<file path="src/rtl/adder_pkg.sv">
// rtl/adder_pkg.sv - shared types and helpers for serial_wide_adder
//
// Purpose : FSM state encoding and slice-count helper used by the serial adder.
// Ports   : none (package).
package adder_pkg;

  typedef enum logic [1:0] {
    IDLE = 2'd0,
    BUSY = 2'd1,
    DONE = 2'd2
  } swa_state_t;

  // Number of CHUNK-wide slices that make up one operand.
  function automatic int calc_nchunk(input int operand_width, input int chunk_width);
    return operand_width / chunk_width;
  endfunction

endpackage

</file>
<file path="src/rtl/carry_skip_adder.sv">
// rtl/carry_skip_adder.sv - combinational carry-skip adder, one chunk wide
//
// Purpose : sum_o/carry_o = a_i + b_i + carry_i over DATA_WIDTH bits, organised
//           as ripple blocks of BLOCK_WIDTH bits with a block-level skip path.
// Ports   : a_i, b_i   [DATA_WIDTH] addends
//           carry_i    carry into bit 0
//           sum_o      [DATA_WIDTH] sum
//           carry_o    carry out of the MSB
module carry_skip_adder #(
  parameter int DATA_WIDTH  = 32,
  parameter int BLOCK_WIDTH = 4
) (
  input  logic [DATA_WIDTH-1:0] a_i,
  input  logic [DATA_WIDTH-1:0] b_i,
  input  logic                  carry_i,
  output logic [DATA_WIDTH-1:0] sum_o,
  output logic                  carry_o
);

  localparam int NBLK = DATA_WIDTH / BLOCK_WIDTH;

  if (DATA_WIDTH % BLOCK_WIDTH != 0) begin : g_bad_block
    $error("carry_skip_adder: DATA_WIDTH must be a multiple of BLOCK_WIDTH");
  end

  logic c;      // carry entering the current block
  logic bc;     // ripple carry inside the current block
  logic p;      // bit propagate
  logic prop;   // whole-block propagate: block passes its carry-in straight through

  // Single process so the block-to-block carry chain is one ordered walk.
  always_comb begin
    sum_o = '0;
    c     = carry_i;
    bc    = 1'b0;
    p     = 1'b0;
    prop  = 1'b0;
    for (int blk = 0; blk < NBLK; blk++) begin
      bc   = c;
      prop = 1'b1;
      for (int i = 0; i < BLOCK_WIDTH; i++) begin
        p = a_i[blk*BLOCK_WIDTH+i] ^ b_i[blk*BLOCK_WIDTH+i];
        sum_o[blk*BLOCK_WIDTH+i] = p ^ bc;
        bc   = (a_i[blk*BLOCK_WIDTH+i] & b_i[blk*BLOCK_WIDTH+i]) | (p & bc);
        prop = prop & p;
      end
      // Skip: a fully propagating block forwards its input carry directly.
      c = prop ? c : bc;
    end
    carry_o = c;
  end

endmodule

</file>
<file path="src/rtl/serial_wide_adder.sv">
// rtl/serial_wide_adder.sv - multi-cycle wide adder/subtractor, one slice per cycle
//
// Purpose : computes A + B' + carry_i (B' = ~B when sub_i) over OPERAND_WIDTH bits,
//           CHUNK_WIDTH bits per cycle LSB-first through one carry_skip_adder.
// Ports   : clk_i, rst_i (sync, active-high)
//           valid_i/ready_o            request handshake
//           operand_A_i, operand_B_i   operands; carry_i initial carry; sub_i invert B
//           valid_o/ready_i            result handshake
//           result_o, carry_o, overflow_o   result, MSB carry-out, signed overflow
module serial_wide_adder
  import adder_pkg::*;
#(
  parameter int OPERAND_WIDTH = 128,
  parameter int CHUNK_WIDTH   = 32,
  parameter int BLOCK_WIDTH   = 4
) (
  input  logic                     clk_i,
  input  logic                     rst_i,
  input  logic                     valid_i,
  output logic                     ready_o,
  input  logic [OPERAND_WIDTH-1:0] operand_A_i,
  input  logic [OPERAND_WIDTH-1:0] operand_B_i,
  input  logic                     carry_i,
  input  logic                     sub_i,
  output logic                     valid_o,
  input  logic                     ready_i,
  output logic [OPERAND_WIDTH-1:0] result_o,
  output logic                     carry_o,
  output logic                     overflow_o
);

  localparam int NCHUNK = calc_nchunk(OPERAND_WIDTH, CHUNK_WIDTH);
  localparam int IDX_W  = (NCHUNK > 1) ? $clog2(NCHUNK) : 1;
  localparam logic [IDX_W-1:0] LAST_IDX = IDX_W'(NCHUNK - 1);

  if (OPERAND_WIDTH % CHUNK_WIDTH != 0) begin : g_bad_chunk
    $error("serial_wide_adder: OPERAND_WIDTH must be a multiple of CHUNK_WIDTH");
  end
  if (CHUNK_WIDTH % BLOCK_WIDTH != 0) begin : g_bad_block
    $error("serial_wide_adder: CHUNK_WIDTH must be a multiple of BLOCK_WIDTH");
  end

  swa_state_t state_q, state_d;

  logic [NCHUNK-1:0][CHUNK_WIDTH-1:0] a_q, b_q, result_q;
  logic [IDX_W-1:0]                   idx_q;
  logic                               carry_q;
  logic                               carry_out_q;
  logic                               overflow_q;

  logic [CHUNK_WIDTH-1:0] a_slice, b_slice, sum;
  logic                   slice_cout;
  logic                   accept;
  logic                   last_slice;

  assign a_slice    = a_q[idx_q];
  assign b_slice    = b_q[idx_q];
  assign accept     = (state_q == IDLE) && valid_i;
  assign last_slice = (state_q == BUSY) && (idx_q == LAST_IDX);

  carry_skip_adder #(
    .DATA_WIDTH (CHUNK_WIDTH),
    .BLOCK_WIDTH(BLOCK_WIDTH)
  ) u_adder (
    .a_i    (a_slice),
    .b_i    (b_slice),
    .carry_i(carry_q),
    .sum_o  (sum),
    .carry_o(slice_cout)
  );

  always_ff @(posedge clk_i) begin
    if (rst_i) state_q <= IDLE;
    else       state_q <= state_d;
  end

  always_comb begin
    state_d = state_q;
    ready_o = 1'b0;
    valid_o = 1'b0;
    case (state_q)
      IDLE: begin
        ready_o = 1'b1;
        if (valid_i) state_d = BUSY;
      end
      BUSY: begin
        if (idx_q == LAST_IDX) state_d = DONE;
      end
      DONE: begin
        valid_o = 1'b1;
        if (ready_i) state_d = IDLE;
      end
      default: state_d = IDLE;
    endcase
  end

  always_ff @(posedge clk_i) begin
    if (rst_i) begin
      a_q         <= '0;
      b_q         <= '0;
      result_q    <= '0;
      idx_q       <= '0;
      carry_q     <= 1'b0;
      carry_out_q <= 1'b0;
      overflow_q  <= 1'b0;
    end else if (accept) begin
      a_q      <= operand_A_i;
      b_q      <= sub_i ? ~operand_B_i : operand_B_i;
      carry_q  <= carry_i;
      idx_q    <= '0;
      result_q <= '0;
    end else if (state_q == BUSY) begin
      result_q[idx_q] <= sum;
      carry_q         <= slice_cout;
      if (idx_q != LAST_IDX) idx_q <= idx_q + IDX_W'(1);
      if (last_slice) begin
        carry_out_q <= slice_cout;
        // Carry into the MSB recovered from its sum bit, compared with carry out.
        overflow_q  <= (a_slice[CHUNK_WIDTH-1] ^ b_slice[CHUNK_WIDTH-1] ^ sum[CHUNK_WIDTH-1])
                       ^ slice_cout;
      end
    end
  end

  assign result_o   = result_q;
  assign carry_o    = carry_out_q;
  assign overflow_o = overflow_q;

endmodule

</file>
<file path="config.mk">
export PLATFORM = sky130hd
export DESIGN_NAME = serial_wide_adder
export DESIGN_NICKNAME = d
export VERILOG_FILES = /design/src/rtl/adder_pkg.sv /design/src/rtl/carry_skip_adder.sv /design/src/rtl/serial_wide_adder.sv
export SDC_FILE = /design/constraint.sdc
export NUM_CORES = 1
export LEC_CHECK = 0
export CAP_MARGIN = 20
export CORE_MARGIN = 1.5
export CORE_UTILIZATION = 50
export DETAILED_ROUTE_END_ITERATION = 10
export PLACE_DENSITY = 0.8
export SLEW_MARGIN = 20
export SYNTH_ARGS = -nofsm -noshare
export SYNTH_HDL_FRONTEND = slang
export SYNTH_HIERARCHICAL = 1
export SYNTH_SLANG_ARGS = --single-unit
</file>
<file path="constraint.sdc">
create_clock -name clk_i -period 20.4 [get_ports clk_i]
set_input_delay 4.08 -clock clk_i [delete_from_list [all_inputs] [get_ports clk_i]]
set_output_delay 4.08 -clock clk_i [all_outputs]
set_load 0.1 [all_outputs]
</file>
After elaboration in Yosys (flattened, before gate mapping) --
Index checks and enable logic that the tools add are counted.
Storage, ports and cells: flip-flop bits (word level) 391, input port bits 262, word-level logic and storage cells 248
Operators by class: eq/ne operators 7, reductions and logical operators 9, order comparisons 2, bitwise gates (word level) 188, add/subtract/negate cells 1, muxes and demuxes 24
Operators with widths (number):
- binary-select mux 32 bit (select 2 bit) | 2
- bitwise mux 128 bit | 1
- 2-to-1 mux 128 bit | 1
- inverter 128 bit | 1
- 2-to-1 mux 32 bit | 3
- bitwise AND 1 bit | 88
- bitwise XOR 1 bit | 66
- demux 32 bit (select 2 bit) | 1
- OR 1 bit | 32
- 2-to-1 mux 1 bit | 12
- inequality test 2 bit, second input constant | 4
- 2-to-1 mux 2 bit | 3
- case mux 2 bit (3 select lines) | 1
- AND reduction 3 bit | 2
- == test 2 bit, second input constant | 2
- logical AND 1 bit | 3
- less-than comparator 2 x 3 -> 1 bit, second input constant | 1
- adder 2 x 1 -> 2 bit, second input constant | 1
- == test 2 x 1 -> 1 bit, second input constant | 1
- greater-or-equal comparator 2 x 1 -> 1 bit, second input constant | 1
- zero test 2 bit | 1
- AND reduction 2 bit | 1
- nonzero test 2 bit | 1
- OR reduction 2 bit | 1
- inverter 1 bit | 1

Depth between registers and ports, before layout --
Gate-level depths: netlist of the first run.
depth in word-level cells 77, depth in mapped cells 56, mapped depth without buffers 54

Modules after synthesis --
Netlist of the first run, hierarchy kept.
By module, submodules not included:
- serial_wide_adder | area an instance 15178.3 µm², cells an instance 1393, seq. area each 7827.5 µm², instances 1
- carry_skip_adder | area an instance 1261.2 µm², cells an instance 103, seq. area each 0.0 µm², instances 1

Worst setup path after synthesis of the first run --
OpenSTA, ideal clock, no wires.
kind register to register, start point register idx_q[0], end point register overflow_q, in the netlist overflow_o, data arrival time 15.547 ns, cell stages (with the launch flop) 56, setup time 0.080 ns, setup slack 4.773 ns, period minus slack after synthesis 15.627 ns, path through dfxtp_1 buf_2 buf_4 mux4_2 inv_1 fa_1 inv_1 fa_1 fa_1 fa_1 mux2i_1 inv_1 fa_1 fa_1 fa_1 fa_1 nor2_1 a21oi_1 (+20 left out) nand2_1 o21ai_0 nand2b_1 fa_1 fa_1 fa_1 fa_1 nor2b_1 a21oi_1 fa_1 fa_1 fa_1 inv_1 fa_1 inv_1 xor2_1 xnor3_1 a211oi_2
Between the ends: elaborated cells on any way between the ends 170
RTL lines:
- start, declared | line serial_wide_adder.sv:46 | logic [IDX_W-1:0] idx_q;
- start signal, assigned | line serial_wide_adder.sv:115 | if (idx_q != LAST_IDX) idx_q <= idx_q + IDX_W'(1);
- binary-select mux 32 bit (select 2 bit) (*) | line serial_wide_adder.sv:56 | assign a_slice = a_q[idx_q];
- 2-to-1 mux 32 bit (not written as such) (*) | line serial_wide_adder.sv:56
- via a_slice[0] | line serial_wide_adder.sv:51 | logic [CHUNK_WIDTH-1:0] a_slice, b_slice, sum;
- bitwise XOR 1 bit | line carry_skip_adder.sv:42 | p = a_i[blk*BLOCK_WIDTH+i] ^ b_i[blk*BLOCK_WIDTH+i];
- bitwise AND 1 bit | line carry_skip_adder.sv:44 | bc = (a_i[blk*BLOCK_WIDTH+i] & b_i[blk*BLOCK_WIDTH+i]) | (p & bc);
- OR 1 bit | line carry_skip_adder.sv:44
- bitwise AND 1 bit | line carry_skip_adder.sv:44
- OR 1 bit | line carry_skip_adder.sv:44
- (+61 left out)
- bitwise AND 1 bit (*) | line carry_skip_adder.sv:44
- OR 1 bit (*) | line carry_skip_adder.sv:44
- bitwise AND 1 bit (*) | line carry_skip_adder.sv:44
- OR 1 bit (*) | line carry_skip_adder.sv:44
- bitwise XOR 1 bit (*) | line carry_skip_adder.sv:43 | sum_o[blk*BLOCK_WIDTH+i] = p ^ bc;
- via sum[31] | line serial_wide_adder.sv:51
- bitwise XOR 1 bit (*) | line serial_wide_adder.sv:119 | overflow_q <= (a_slice[CHUNK_WIDTH-1] ^ b_slice[CHUNK_WIDTH-1] ^ sum[CHUNK_WIDTH-1])
- bitwise XOR 1 bit (*) | line serial_wide_adder.sv:120 | ^ slice_cout;
- end signal, assigned | line serial_wide_adder.sv:119
- end, declared | line serial_wide_adder.sv:49 | logic overflow_q;
Mark *: on every way through the listed nets, which the timed path passes. The rest lies on a longest branch. The select of a mux whose other input is x is not followed. A chain may end at the register's enable or synchronous reset.

Worst setup path in the final report of the first run --
start point register idx_q[1], end point register overflow_q, in the netlist overflow_o
The elaborated chain is that of the path after synthesis.

==> summary.txt, run 1 <==
P_int -> 1.39 mW
Avg Inst Size Synth -> 11.0 um2
Sw Pwr -> 473 uW
Synth-to-Final Area Change -> 32.9%
Max Fclk -> 0.0590 GHz
number of buffers inserted by hold repair at cts -> 0
Top FF cell, synth -> dfxtp_1
1st-pass router iterations -> 5
critical path peak fanout -> 41
Setup CP Type -> reg -> reg
M2 GR Usage -> 0.420
Syn Nets -> 1826
most frequent cells in the layout -> clkdlybuf4s50_1 (392), dfxtp_1 (389), nand2_1 (263)
WL final -> 46200 um
Final TNS setup -> 0 ns
height of the die -> 184 um
DP HPWL -> 32700 um
status -> complete, no violations
fin cells -> 2288
ANT nets after route -> 0
leakage -> 8.37 nW
most common cell after layout, fill and taps aside -> clkdlybuf4s50_1
fin nets -> 2145
first-pass GRT wire length -> 69700 um
Top Ports -> 394
Max Transition Viols Final -> 0
CTS Buf Count -> 40
Max-Slew Margin vs Limit -> 0.0434
drt wl/cell -> 20.2 um
Layout Skew -> 0.0161 ns
gpl congestion -> 0.856
FILL cells -> 2450
Setup WS post-layout -> 3.46 ns
crit end category -> flip-flop
Worst Path Buf+Inv -> 5
final setup fails -> 0
Top Usage Layer GRT -> met2
clock buffer depth -> 3
asr flop ratio synth -> 0
antenna violations before repair -> 4
Distinct cells, synth -> 34
Sink Count -> 391
met3 Usage GRT -> 0.0561
total track usage -> 0.267
switch share -> 0.254
Comb pwr share -> 0.146
final core occ -> 0.673
clock network latency to the later pin of the worst-skew pair -> 0.52 ns
Final min period -> 16.94 ns
number of synthesized flops with an enable pin -> 0
Worst Max-Slew Pin Slew -> 1.43 ns
Die W -> 184 um
Site Rows -> 66
Crit path max-delay family -> adder cells
Req. time, crit path -> 20.84 ns
drc violations -> 0
clock power share -> 0.409
Port Buffers -> 393
initial core utilization -> 0.507
post-CTS setup buffers -> 0
Synth Register Bits -> 391
CTS clk-pin slew, worst paths -> 0.06 ns
startpoint types -> flip-flop
CTS root buffer -> clkbuf_16
Synthesis Warnings -> 6
Max Cap Viol -> 0
Worst EP arrival -> 17.38 ns
drt initial violations -> 1058
power per cell area -> 85.2 nW/um2
Post-Synthesis Cells -> 1496
CP max-delay cell -> dfxtp_4
post-cts sizing count -> 0
total gr overflow -> 0
critical path's largest stage delay -> 0.76 ns
area of the core -> 32500 um2
Critical Path Most Common Cell -> fa_1
largest net degree at the start of global routing -> 258
DP Worst Slack -> 3.56 ns
htree depth -> 2
Placed Area -> 20500 um2
Post-Place Cells -> 2215
ratio of cells with drive above 1 in the final layout -> 0.0835
die area -> 34000 um2
drt via density -> 5.59
grt met1 use -> 0.366
final hold vios -> 0
type of the tightest min-delay check -> reg -> reg
via count of the first global-routing pass -> 12300
Seq/Total Area, Yosys -> 0.476
final cycle utilization of the critical path -> 0.830
Non-Filler Cell Area, Final -> 21800 um2
CTS tree -> done
Reg power frac -> 0.444
total number of vias -> 12800
Cell Area, Synth -> 16400 um2
RSZ-0062 raised after global routing -> false
maximum VDD drop -> 51.4 uV
==> tightest hold or removal path, stage by stage (launching register included) <==
cell and delay (ns):
dfxtp_1 0.31, nand2_1 0.05, a21oi_1 0.05
==> cells by family (layout without fill, tap and decap cells) <==
group,count (synthesis),count (layout),synth area share
compound gates,397,397,0.181
xor+xnor,131,131,0.0706
fa+ha+maj,68,68,0.0664
buf+inv,143,491,0.0411
flops,391,391,0.476
mux,70,70,0.0915
other cells,0,2,0
simple gates,296,296,0.0738
==> final timing paths <==
check	startpoint	end	slack (ns)	cells after the start
max	idx_q[1]	overflow_o	3.46	53
min	result_o[112]	result_o[112]	0.45	2
max reg2reg	idx_q[1]	overflow_o	3.46	53
min reg2reg	result_o[112]	result_o[112]	0.45	2
==> per-layer routing <==
layer  up-vias  wire length, um  part of all wire
met4         4             1530             0.033
met2       605            20700              0.45
met3        95             3910             0.085
li1       5953                -                 -
met1      6132            20000              0.43
met5         -               31           0.00067
==> layout make-up <==
cell class,instances,area [um2],share of cell area
Tap cell,442,553,0.0253
Clock buffer,52,1150,0.0526
Clock inverter,19,229,0.0105
Timing Repair Buffer,407,4070,0.186
Sequential cell,391,7840,0.359
Antenna cell,2,5.00,0.000229
Multi-Input combinational cell,962,7960,0.364
Inverter,13,48.8,0.00223
==> synthesized netlist by cell type (7+ instances only) <==
master,count,area share
mux4_2,64,0.088
nand2_1,263,0.060
xor2_1,129,0.069
clkbuf_1,30,0.0068
dfxtp_1,391,0.48
ha_1,36,0.027
inv_1,13,0.0030
nor2_1,7,0.0016
a21oi_1,134,0.041
a22o_1,256,0.14
buf_2,93,0.028
fa_1,32,0.039
==> stage by stage <==
stage | power, mW | hold slack, ns
final | 1.86 | 0.453
after global routing | 1.92 | 0.463
after CTS | 1.87 | 0.454
after detailed placement | 1.11 | 0.446
after global placement | 1.11 | 0.441
after floorplan | 1.00 | 0.443
==> registers in the layout, indices dropped and copies added, names as in the netlist <==
register	count
state_q	2
result_o	128
carry_q	1
b_q	128
a_q	128
carry_o	1
idx_q	2
overflow_o	1
==> power by group through the flow <==
| stage | logic, mW | clock network, mW | registers (mW) |
|---|---|---|---|
| final | 0.273 | 0.762 | 0.827 |
| after global routing | 0.290 | 0.800 | 0.831 |
| after CTS | 0.272 | 0.772 | 0.827 |
| after detailed placement | 0.270 | 0 | 0.843 |
| after global placement | 0.266 | 0 | 0.841 |
| after floorplan | 0.142 | 0 | 0.857 |
Note: power is estimated with default switching activity, not from simulation.
==> run 2, diff against run 1 <==
==> constraint.sdc (replaced) <==
create_clock -name clk_i -period 16.2 [get_ports clk_i]
set_input_delay 3.24 -clock clk_i [delete_from_list [all_inputs] [get_ports clk_i]]
set_output_delay 3.24 -clock clk_i [all_outputs]
set_load 0.1 [all_outputs]
==> run 2 against run 1 <==
Net effect:
- the flow now finishes with violations (slew limit)
- sequential cell count unchanged
- final area up 0.44%
- sequential share of layout area down 0.16 points
- cell count grew 0.48%
- largest power group unchanged
- non-clock buffer count rose by 10
- global-route usage increased by 0.41 points
- highest routed layer is now met4
==> summary.txt, run 2 (synthesized netlist as in run 1, its figures left out) <==
status -> finished with violations
failing checks -> slew limit
ratio of cells with drive above 1 in the final layout -> 0.0939 (+0.0104)
critical path peak fanout -> 5 (-88%)
drc violations -> 0 (unchanged)
final hold vios -> 0 (unchanged)
Layout Skew -> 0.0125 ns (-0.00361 ns)
height of the die -> 184 um (unchanged)
CTS clk-pin slew, worst paths -> 0.06 ns (about the same)
drt wl/cell -> 20.5 um (+1.7%)
Synth-to-Final Area Change -> 33.5%
maximum VDD drop -> 64.1 uV (+25%)
Hold Startpoint -> result_o[51]
Non-Filler Cell Area, Final -> 21900 um2 (+0.44%)
CTS tree -> done
crit end category -> flip-flop
Site Rows -> 66 (unchanged)
Max Fclk -> 0.0638 GHz (+8.0%)
total gr overflow -> 0 (unchanged)
Port Buffers -> 393 (unchanged)
final core occ -> 0.676 (+0.00297)
Hold Path Stages -> 2 (unchanged)
most frequent cells in the layout -> clkdlybuf4s50_1 (392), dfxtp_1 (389), nand2_1 (263)
Die W -> 184 um (unchanged)
Worst Max-Slew Pin Slew -> 1.55 ns (+0.113 ns)
Setup CP Type -> reg -> reg
final setup fails -> 0 (unchanged)
fin cells -> 2299 (+0.48%)
total track usage -> 0.271 (+0.00413)
most common cell after layout, fill and taps aside -> clkdlybuf4s50_1
Final min period -> 15.69 ns (-1.26 ns)
footprint of the multi-input gates -> 8000 um2 (+0.50%)
r2r setup slk -> 0.51 ns (-2.94 ns)
Reg-to-Reg End -> overflow_o
Crit path max-delay family -> adder cells
Critical Path Most Common Cell -> fa_1
critical path's largest stage delay -> 0.52 ns (-0.24 ns)
area of the core -> 32500 um2 (unchanged)
startpoint types -> flip-flop
Post-Place Cells -> 2221 (+0.27%)
leakage -> 8.37 nW (about the same)
Top Ports -> 394 (unchanged)
final cycle utilization of the critical path -> 0.968 (+0.138)
Worst EP arrival -> 16.13 ns (-1.25 ns)
antenna violations before repair -> 4 (unchanged)
CP max-delay cell -> mux4_2
Final TNS setup -> 0 ns (unchanged)
CTS Buf Count -> 39 (-2.5%)
fin nets -> 2154 (+0.42%)
Worst Path Buf+Inv -> 6 (+1)
type of the tightest min-delay check -> reg -> reg
htree depth -> 2 (unchanged)
clock network latency to the later pin of the worst-skew pair -> 0.52 ns (about the same)
reg2reg start -> idx_q[1]
DP HPWL -> 33600 um (+2.8%)
drt initial violations -> 1042 (-1.5%)
Max Transition Viols Final -> 100 (+100)
ANT nets after route -> 0 (unchanged)
WL final -> 47200 um (+2.2%)
via count of the first global-routing pass -> 12400 (+1.0%)
total number of vias -> 12900 (+1.2%)
Sink Count -> 391 (unchanged)
gpl congestion -> 0.851 (-0.57%)
power per cell area -> 106 nW/um2 (+25%)
R2R depth -> 54 (+1.9%)
Req. time, crit path -> 16.64 ns (-4.20 ns)
FILL cells -> 2387 (-2.6%)
number of buffers inserted by hold repair at cts -> 0 (unchanged)
Max-Slew Margin vs Limit -> -0.0323 (-0.0757)
hold endpoint -> result_o[51]
drt via density -> 5.63 (+0.70%)
Max Cap Viol -> 0 (unchanged)
Storage cell area -> 7840 um2 (unchanged)
clock buffer depth -> 3 (unchanged)
Design Power -> 2.33 mW (+25%)
first-pass GRT wire length -> 70700 um (+1.4%)
initial core utilization -> 0.507 (unchanged)
1st-pass router iterations -> 5 (unchanged)
die area -> 34000 um2 (unchanged)
CTS root buffer -> clkbuf_16
Placed Area -> 20500 um2 (+0.14%)
largest net degree at the start of global routing -> 258 (unchanged)
[run 2: repair_timing]
item | 4_1_cts | 5_1_grt
buffers inserted | 1 | 2
endpoints found under the setup margin | 1 | 7
gates cloned | 0 | 0
resized for setup | 5 | 13
pin swaps | 0 | 1
[run 2: how the worst max path moves through the flow]
stage,start,slack (ns),end,cells after the start
final,idx_q[1],0.51,overflow_o,54
after detailed placement,idx_q[0],-0.18,overflow_o,54
after global placement,idx_q[0],0.28,overflow_o,54
after floorplan,idx_q[0],0.57,overflow_o,55
after CTS,idx_q[0],0.02,overflow_o,54
after global routing,idx_q[1],-0.02,overflow_o,54
[run 2: area by class of cell]
| class | count | area share |
|---|---|---|
| Antenna cell | 4 | 0.000456 |
| Clock buffer | 60 | 0.0541 |
| Clock inverter | 10 | 0.00724 |
| Inverter | 13 | 0.00222 |
| Multi-Input combinational cell | 962 | 0.364 |
| Sequential cell | 391 | 0.357 |
| Tap cell | 442 | 0.0252 |
| Timing Repair Buffer | 417 | 0.189 |
[run 2: stage by stage]
step / hold slack (ns) / setup slack, ns
2_1_floorplan: 0.443 / 0.573
3_3_place_gp: 0.441 / 0.279
3_5_place_dp: 0.447 / -0.182
4_1_cts: 0.455 / 0.0193
5_1_grt: 0.467 / -0.0215
6_report: 0.452 / 0.514
[run 2: metal layers]
layer,vias to the layer above,global-route usage,share of wire
li1,5964,-,-
met5,-,0,0
met3,90,0.0504,0.084
met1,6278,0.372,0.43
met2,609,0.424,0.45
met4,0,0.108,0.034
[run 2: worst reg2reg max path, delay by kind of cell (launching register included)]
family | cells | cell delay [ns]
fa+ha+maj | 32 | 11.86
mux | 3 | 0.96
compound gates | 5 | 0.73
simple gates | 6 | 0.71
buf+inv | 6 | 0.52
xor+xnor | 2 | 0.40
flops | 1 | 0.38
[run 2: where the power goes]
part	leakage, nW	total [mW]	internal (mW)	switching (mW)
clock network	0.654	0.937	0.569	0.368
registers	3.19	1.04	1.01	0.0285
logic	4.52	0.356	0.164	0.193
total	8.37	2.33	1.74	0.589
